--- config.mk ---
export PLATFORM = sky130hd
export DESIGN_NAME = fft_frame_sched
export DESIGN_NICKNAME = d
export VERILOG_FILES = /design/src/rtl/fft_frame_sched.sv
export SDC_FILE = /design/constraint.sdc
export NUM_CORES = 1
export LEC_CHECK = 0
export CORE_MARGIN = 3
export CORE_UTILIZATION = 45
export CTS_CLUSTER_SIZE = 24
export DETAILED_ROUTE_END_ITERATION = 16
export PLACE_DENSITY = 0.74
export SLEW_MARGIN = 40
export SYNTH_ARGS = -nofsm -noshare
export SYNTH_HDL_FRONTEND = slang
export SYNTH_SLANG_ARGS = --single-unit
export TNS_END_PERCENT = 10
--- constraint.sdc ---
create_clock -name clk -period 2.1 [get_ports clk]
set_input_delay 0.525 -clock clk [delete_from_list [all_inputs] [get_ports clk]]
set_output_delay 0.525 -clock clk [all_outputs]
set_load 0.01 [all_outputs]
--- src/rtl/fft_frame_sched.sv ---
// Frame scheduler: runs RX fill, FFT compute, TX drain in order and owns the FFT memory port select.
// Latency: every output is registered; a request rises one cycle after its REQ state is chosen.
// Backpressure: requests are held until the sub-block raises busy; a phase ends on busy falling.
// Optional watchdog: define FFT_SCHED_WDOG_EN to time out REQ/RUN phases after WDOG_CYC cycles.
module fft_frame_sched #(
  parameter int FRAME_CNT_WDT = 16,
  parameter int WDOG_CYC      = 65536
) (
  input  logic                     clk,
  input  logic                     rst_n,
  input  logic                     cfg_en,
  input  logic [FRAME_CNT_WDT-1:0] cfg_frames,
  input  logic                     cfg_clr_err,
  output logic                     rx_start,
  input  logic                     rx_busy,
  output logic                     fft_start,
  input  logic                     fft_busy,
  output logic                     tx_start,
  input  logic                     tx_busy,
  output logic [1:0]               mem_sel,
  output logic [1:0]               phase,
  output logic                     sched_busy,
  output logic                     frame_done,
  output logic [FRAME_CNT_WDT-1:0] frames_done,
  output logic                     all_done,
  output logic                     err
);

  typedef enum logic [3:0] {
    IDLE, RX_REQ, RX_RUN, FFT_REQ, FFT_RUN, TX_REQ, TX_RUN, DONE, ERR
  } state_t;

  state_t                   state;
  logic [FRAME_CNT_WDT-1:0] frames_inc;
  logic                     wdog_hit;

  assign frames_inc = frames_done + 1'b1;

`ifdef FFT_SCHED_WDOG_EN
  logic [31:0] wdog_cnt;
  logic [31:0] wdog_eff;
  state_t      state_prev;
  logic        wdog_act;

  // The stored count is stale on the first cycle of a state, so that cycle is treated as count 0.
  assign wdog_act = state inside {RX_REQ, RX_RUN, FFT_REQ, FFT_RUN, TX_REQ, TX_RUN};
  assign wdog_eff = (state != state_prev) ? 32'd0 : wdog_cnt;
  assign wdog_hit = wdog_act && (wdog_eff == 32'(WDOG_CYC - 1));

  // Watchdog count of cycles spent in the current REQ/RUN state.
  always_ff @(posedge clk) begin
    if (!rst_n) begin
      wdog_cnt   <= '0;
      state_prev <= IDLE;
    end else begin
      state_prev <= state;
      wdog_cnt   <= wdog_act ? wdog_eff + 32'd1 : 32'd0;
    end
  end
`else
  logic unused_cfg;
  assign wdog_hit   = 1'b0;
  assign err        = 1'b0;
  assign unused_cfg = cfg_clr_err ^ (WDOG_CYC == 0);
`endif

  // Frame state machine; all outputs are set on the transition into the state that owns them.
  always_ff @(posedge clk) begin
    if (!rst_n) begin
      state       <= IDLE;
      rx_start    <= 1'b0;
      fft_start   <= 1'b0;
      tx_start    <= 1'b0;
      mem_sel     <= 2'd0;
      phase       <= 2'd0;
      sched_busy  <= 1'b0;
      frame_done  <= 1'b0;
      frames_done <= '0;
      all_done    <= 1'b0;
`ifdef FFT_SCHED_WDOG_EN
      err         <= 1'b0;
`endif
    end else begin
      frame_done <= 1'b0;
      if (wdog_hit) begin
        state      <= ERR;
        rx_start   <= 1'b0;
        fft_start  <= 1'b0;
        tx_start   <= 1'b0;
        mem_sel    <= 2'd0;
        phase      <= 2'd0;
        sched_busy <= 1'b0;
`ifdef FFT_SCHED_WDOG_EN
        err        <= 1'b1;
`endif
      end else begin
        case (state)
          IDLE: if (cfg_en) begin
            state       <= RX_REQ;
            rx_start    <= 1'b1;
            mem_sel     <= 2'd1;
            phase       <= 2'd1;
            sched_busy  <= 1'b1;
            frames_done <= '0;
          end
          RX_REQ: if (rx_busy) begin
            state    <= RX_RUN;
            rx_start <= 1'b0;
          end
          RX_RUN: if (!rx_busy) begin
            state     <= FFT_REQ;
            fft_start <= 1'b1;
            mem_sel   <= 2'd2;
            phase     <= 2'd2;
          end
          FFT_REQ: if (fft_busy) begin
            state     <= FFT_RUN;
            fft_start <= 1'b0;
          end
          FFT_RUN: if (!fft_busy) begin
            state    <= TX_REQ;
            tx_start <= 1'b1;
            mem_sel  <= 2'd3;
            phase    <= 2'd3;
          end
          TX_REQ: if (tx_busy) begin
            state    <= TX_RUN;
            tx_start <= 1'b0;
          end
          TX_RUN: if (!tx_busy) begin
            frame_done  <= 1'b1;
            frames_done <= frames_inc;
            if ((cfg_frames != '0) && (frames_inc == cfg_frames)) begin
              state      <= DONE;
              mem_sel    <= 2'd0;
              phase      <= 2'd0;
              sched_busy <= 1'b0;
              all_done   <= 1'b1;
            end else if (cfg_en) begin
              state    <= RX_REQ;
              rx_start <= 1'b1;
              mem_sel  <= 2'd1;
              phase    <= 2'd1;
            end else begin
              state      <= IDLE;
              mem_sel    <= 2'd0;
              phase      <= 2'd0;
              sched_busy <= 1'b0;
            end
          end
          DONE: if (!cfg_en) begin
            state    <= IDLE;
            all_done <= 1'b0;
          end
          ERR: begin
`ifdef FFT_SCHED_WDOG_EN
            if (cfg_clr_err) begin
              state <= IDLE;
              err   <= 1'b0;
            end
`else
            state <= IDLE;
`endif
          end
          default: state <= IDLE;
        endcase
      end
    end
  end

endmodule

Word-level counts from Yosys, hierarchy flattened
Index checks and enable logic that the tools add are counted.
Operators by class
  add/subtract/negate cells: 1
  eq/ne operators: 19
  multiplexer cells: 41
  reductions and logical operators: 18
Operators by type and width (number)
  16-bit 2-to-1 mux: 2
  4-bit 2-to-1 mux: 8
  16-bit one-hot mux with 2 select lines: 1
  4-bit one-hot mux with 8 select lines: 1
  2-bit != test (second input constant): 10
  1-bit 2-to-1 mux: 18
  16-bit by 1-bit adder with 16-bit output (second input constant): 1
  16-bit equality test: 1
  4-bit by 3-bit equality test with 1-bit output (second input constant): 4
  16-bit nonzero test: 1
  4-bit AND reduction: 3
  3-bit AND reduction: 3
  4-bit by 2-bit equality test with 1-bit output (second input constant): 2
  2-bit 2-to-1 mux: 4
  1-bit one-hot mux with 2 select lines: 4
  2-bit one-hot mux with 4 select lines: 1
  8-bit AND reduction: 1
  2-bit nonzero test: 4
  5-bit AND reduction: 1
  4-bit by 1-bit equality test with 1-bit output (second input constant): 1
  4-bit logical NOT: 1
  4-bit nonzero test: 1
  3-bit 2-to-1 mux: 1
  3-bit != test (second input constant): 1
  other kinds (4): 4
Word-level totals
  flip-flop bits (word level): 28
  bits of input ports: 23
  output and inout port bits: 27
  word-level logic and storage cells: 88

Depth between registers and ports, before layout
  word-level depth: 6
  mapped depth: 10
  gate-level depth less buffers: 8

Least setup slack after synthesis
Ideal clock, no wire load.
  path type: flip-flop to flip-flop
  start point: reg frames_done[0]
  end point: reg phase[0]
  library setup time: 0.117 ns
  data arrival time: 2.270 ns
  data required time: 1.983 ns
  setup slack: -0.286 ns
  cell stages (with the launch flop): 11
  path buffers: 2
  clock period less this slack: 2.386 ns
  cell sequence: dfxtp_1 -> ha_1 -> clkbuf_2 -> nand3_1 -> buf_2 -> nor4_4 -> xor2_1 -> nor3b_1 -> o2111ai_2 -> and2_4 -> a22o_1
Between the ends
  word-level cells in the longest chain between the ends: 6
Ends and longest elaborated chain
  from (decl): line 24  | output logic [FRAME_CNT_WDT-1:0] frames_done,
  from (signal assigned): line 132  | frames_done <= frames_inc;
  16-bit by 1-bit adder with 16-bit output: line 37  | assign frames_inc = frames_done + 1'b1;
  16-bit equality test: line 133  | if ((cfg_frames != '0) && (frames_inc == cfg_frames)) begin
  1-bit logical AND: line 133
  1-bit 2-to-1 mux: line 133
  2-bit 2-to-1 mux: line 130  | TX_RUN: if (!tx_busy) begin
  2-bit one-hot mux with 4 select lines: line 97  | case (state)
  to (signal assigned): line 102  | phase <= 2'd1;
  to (signal assigned): line 136  | phase <= 2'd0;
  to (signal assigned): line 143  | phase <= 2'd1;
  to (decl): line 21  | output logic [1:0] phase,
Every way passes these cells. The select of a mux whose other input is x is not followed.
A chain may end at the register's enable or synchronous reset.

Worst setup path in the final report
Same ends and word-level chain as after synthesis.

==> flow_results.xml <==
<?xml version="1.0" encoding="UTF-8"?>
<metrics>
  <group name="sta">
    <metric name="tightest_slew" unit="ps">561</metric>
    <metric name="setup_violations" unit="">4</metric>
    <metric name="slew_viol_final" unit="">0</metric>
    <metric name="timing.final.hold_violations" unit="">0</metric>
    <metric name="fin_worst_skew" unit="ps">7.60</metric>
    <metric name="pnr_worst_setup_slack" unit="ps">-67.9</metric>
    <metric name="rsz0062_at_grt" unit="">yes</metric>
    <metric name="achievable_freq" unit="MHz">461</metric>
    <metric name="finalCriticalPeriod" unit="ps">2170</metric>
    <metric name="final_min_period_over_clock_period" unit="%">103</metric>
    <metric name="tightest_slew_margin_relative_to_the_limit" unit="%">62.5</metric>
  </group>
  <group name="global_route">
    <metric name="vias_in_the_first_global_route" unit="">2077</metric>
    <metric name="grtUsageTotal" unit="%">24.3</metric>
    <metric name="maximum_number_of_pins_on_one_net_before_global_route_repair" unit="">21</metric>
    <metric name="gr-total-overflow" unit="">0</metric>
    <metric name="grt_first_pass_wirelength" unit="mm">10.1</metric>
    <metric name="number_of_antenna_violations_at_the_first_check_in_global_routing" unit="">0</metric>
  </group>
  <group name="place">
    <metric name="place_worst_setup_slack" unit="ps">-564</metric>
    <metric name="io_buffer_count" unit="">47</metric>
    <metric name="gp_congestion" unit="">0.925</metric>
    <metric name="detailed_place_hpwl" unit="mm">4.69</metric>
    <metric name="placedCellCount" unit="">399</metric>
  </group>
  <group name="yosys">
    <metric name="synth.most_common_cell" unit="">sky130_fd_sc_hd__dfxtp_1</metric>
    <metric name="synth_edf_count" unit="">0</metric>
    <metric name="netlist_area" unit="sq mm">0.00202</metric>
    <metric name="ys.flop_type" unit="">sky130_fd_sc_hd__dfxtp_1</metric>
    <metric name="yosysTopAreaCell" unit="">sky130_fd_sc_hd__dfxtp_1</metric>
    <metric name="post-synth-top-area-fraction" unit="%">26.7</metric>
    <metric name="synth-seq-area-share" unit="%">26.7</metric>
    <metric name="synthesis.nets" unit="">294</metric>
    <metric name="ys_ff_latch" unit="">27</metric>
    <metric name="postSynthAreaPerCell" unit="sq um">7.49</metric>
    <metric name="async_flop_share" unit="%">0</metric>
    <metric name="yosys-top-cells-area" unit="">sky130_fd_sc_hd__dfxtp_1, sky130_fd_sc_hd__xnor2_1, sky130_fd_sc_hd__o21ai_0, sky130_fd_sc_hd__nand2_1, sky130_fd_sc_hd__a21oi_1</metric>
    <metric name="synth_top_cells_by_count" unit="">sky130_fd_sc_hd__dfxtp_1, sky130_fd_sc_hd__nand2_1, sky130_fd_sc_hd__o21ai_0, sky130_fd_sc_hd__nor2_1, sky130_fd_sc_hd__a21oi_1</metric>
    <metric name="yosysUniqueCellTypes" unit="">53</metric>
    <metric name="postSynthCellCount" unit="">270</metric>
    <metric name="yosysWarningCount" unit="">0</metric>
  </group>
  <group name="floorplanning">
    <metric name="fp.coreArea" unit="sq mm">0.00417</metric>
    <metric name="die_h" unit="um">73.0</metric>
    <metric name="boundaryPins" unit="">50</metric>
    <metric name="die_outline_area" unit="sq mm">0.00533</metric>
    <metric name="die_x" unit="um">73.0</metric>
    <metric name="rows" unit="">23</metric>
    <metric name="initial_core_util" unit="%">48.5</metric>
  </group>
  <group name="setup_path">
    <metric name="endpoint_required_time_on_the_critical_path" unit="ps">2280</metric>
    <metric name="crit_path_start_kind" unit="">flop</metric>
    <metric name="path_max_fanout" unit="">4</metric>
    <metric name="worst-setup-path-type" unit="">flop to flop</metric>
    <metric name="arrival" unit="ps">2350</metric>
    <metric name="cp-end-kind" unit="">flop</metric>
    <metric name="critPathLaunch" unit="">frames_done[0]$_SDFFE_PN0P_</metric>
    <metric name="r2r_start" unit="">frames_done[0]$_SDFFE_PN0P_</metric>
  </group>
  <group name="hold_path">
    <metric name="min_from" unit="">phase[1]$_SDFFE_PN0P_</metric>
    <metric name="min_delay_worst_type" unit="">flop to flop</metric>
  </group>
  <group name="cells_and_area">
    <metric name="net_count_final" unit="">383</metric>
    <metric name="instances_no_fill" unit="">408</metric>
    <metric name="fin_util" unit="%">74.3</metric>
    <metric name="syn_to_final_growth" unit="%">53.4</metric>
    <metric name="diodes" unit="">0</metric>
    <metric name="drive_above_1_share" unit="%">26.8</metric>
  </group>
  <group name="power_and_ir_drop">
    <metric name="ir_drop" unit="mV">0.534</metric>
    <metric name="post-layout-total-power" unit="W">0.00156</metric>
    <metric name="power.leakage" unit="nW">1.21</metric>
    <metric name="power_density" unit="mW/mm^2">504</metric>
  </group>
  <group name="cts">
    <metric name="cts_tree" unit="">built</metric>
    <metric name="clkSinkCount" unit="">27</metric>
    <metric name="clockBufferDepth" unit="">2</metric>
    <metric name="clk_pin_slew_worst_paths" unit="ps">100</metric>
    <metric name="cts_hold_buf" unit="">0</metric>
    <metric name="clock_h_tree_levels" unit="">1</metric>
    <metric name="cts_made_buffers" unit="">3</metric>
    <metric name="clock_tree.root_cell" unit="">sky130_fd_sc_hd__clkbuf_8</metric>
    <metric name="clock_insertion_delay_worst_skew" unit="ps">280</metric>
  </group>
  <group name="routing">
    <metric name="drtIter0Drc" unit="">300</metric>
    <metric name="postRouteAntennaNets" unit="">0</metric>
    <metric name="detail_route.vias_per_cell" unit="">5.98</metric>
    <metric name="first_pass_iters" unit="">5</metric>
    <metric name="drt-wirelength-per-cell" unit="um">16.6</metric>
    <metric name="dr_vias" unit="">2441</metric>
    <metric name="detail_route.wirelength" unit="mm">6.78</metric>
    <metric name="drc" unit="">0</metric>
  </group>
  <group name="job">
    <metric name="cap_violations" unit="">0</metric>
  </group>
  <group name="run_status">
    <metric name="result_of_the_run" unit="">complete, but fails checks</metric>
    <metric name="failed_checks" unit="">negative setup slack</metric>
  </group>
</metrics>
-- area by class of cell --
| type | count | area, sq um |
|---|---|---|
| well taps | 50 | 62.6 |
| flip-flops and latches | 27 | 564 |
| clock buffers | 4 | 45.0 |
| multi-input cells | 216 | 1480 |
| inverters | 7 | 26.3 |
| repair buffers | 104 | 921 |
| fillers | 348 | 1070 |
-- placed cells by master, fill, tap and decap left out, types with 9 or more instances in the layout --
master,netlist,layout
sky130_fd_sc_hd__o21ai_0,24,22
sky130_fd_sc_hd__nand3_1,12,11
sky130_fd_sc_hd__dfxtp_1,27,18
sky130_fd_sc_hd__xnor2_1,15,11
sky130_fd_sc_hd__nor2_1,19,18
sky130_fd_sc_hd__nand2_1,25,25
sky130_fd_sc_hd__a21oi_1,17,16
sky130_fd_sc_hd__nor2b_1,12,12
sky130_fd_sc_hd__nor3_1,9,9
sky130_fd_sc_hd__clkdlybuf4s50_1,0,42
sky130_fd_sc_hd__buf_4,4,54
-- final timing paths --
check / depth (start not counted) / end / slack [ps]
worst max-delay path: 7 / phase[0]$_SDFFE_PN0P_ / -70
worst min-delay path: 1 / phase[1]$_SDFFE_PN0P_ / 500
worst max register to register: 7 / phase[0]$_SDFFE_PN0P_ / -70
worst min register to register: 1 / phase[1]$_SDFFE_PN0P_ / 500
-- state kept, by name (all words and copies together) (netlist names) --
signal and flops:
all_done 1, fft_start 1, frame_done 1, frames_done 16, phase 2, rx_start 1, sched_busy 1, state 3
tx_start 1
-- through the flow --
| step | area [sq um] | setup TNS [ps] | hold slack (ps) |
|---|---|---|---|
| final | 3100 | -154 | 502 |
| after global routing | 3100 | -648 | 541 |
| after CTS | 3000 | -18.9 | 503 |
| after detailed placement | 2880 | -3640 | 481 |
| after global placement | 2880 | -3330 | 477 |
| after floorplan | 2070 | -84.5 | 527 |
-- where the power goes --
group / switching, W / internal [W]
Combinational: 0.000304 / 0.000328
Sequential: 0.0000669 / 0.000556
Clock: 0.000171 / 0.000136
-- per-layer routing --
layer	vias up	part of all wire [%]	GRT usage [%]
met2	146	48	38.0
met4	0	1.8	7.38
met5	-	0	0
met1	1116	41	34.3
met3	18	8.9	3.31
li1	1161	-	-
-- critical path: stages, from the launching register on --
cell and delay (ps):
sky130_fd_sc_hd__dfxtp_4 390, sky130_fd_sc_hd__nand4_1 180, sky130_fd_sc_hd__or4_4 570, sky130_fd_sc_hd__xnor2_1 160, sky130_fd_sc_hd__a21oi_2 170, sky130_fd_sc_hd__o2111ai_2 190
sky130_fd_sc_hd__and2_4 220, sky130_fd_sc_hd__a22o_1 200
-- repair_timing --
item | in CTS | in global routing
pin swaps | 8 | 10
endpoints found under the hold margin | 0 | 0
resized for setup | 16 | 24
gates cloned | 0 | 0
setup buffers | 2 | 3
setup endpoints to repair | 7 | 7
-- kinds of logic after synthesis --
kind of cell	after synthesis	synth area share, %
AO/OA/AOI/OAI	78	25.4
adder cells (fa/ha/maj)	1	0.619
buffers and inverters	27	6.50
other	1	0.185
XOR/XNOR	19	8.23
AND/OR/NAND/NOR	115	31.3
flip-flops	27	26.7
multiplexers	2	1.05
Note: power is estimated with default switching activity, not from simulation.
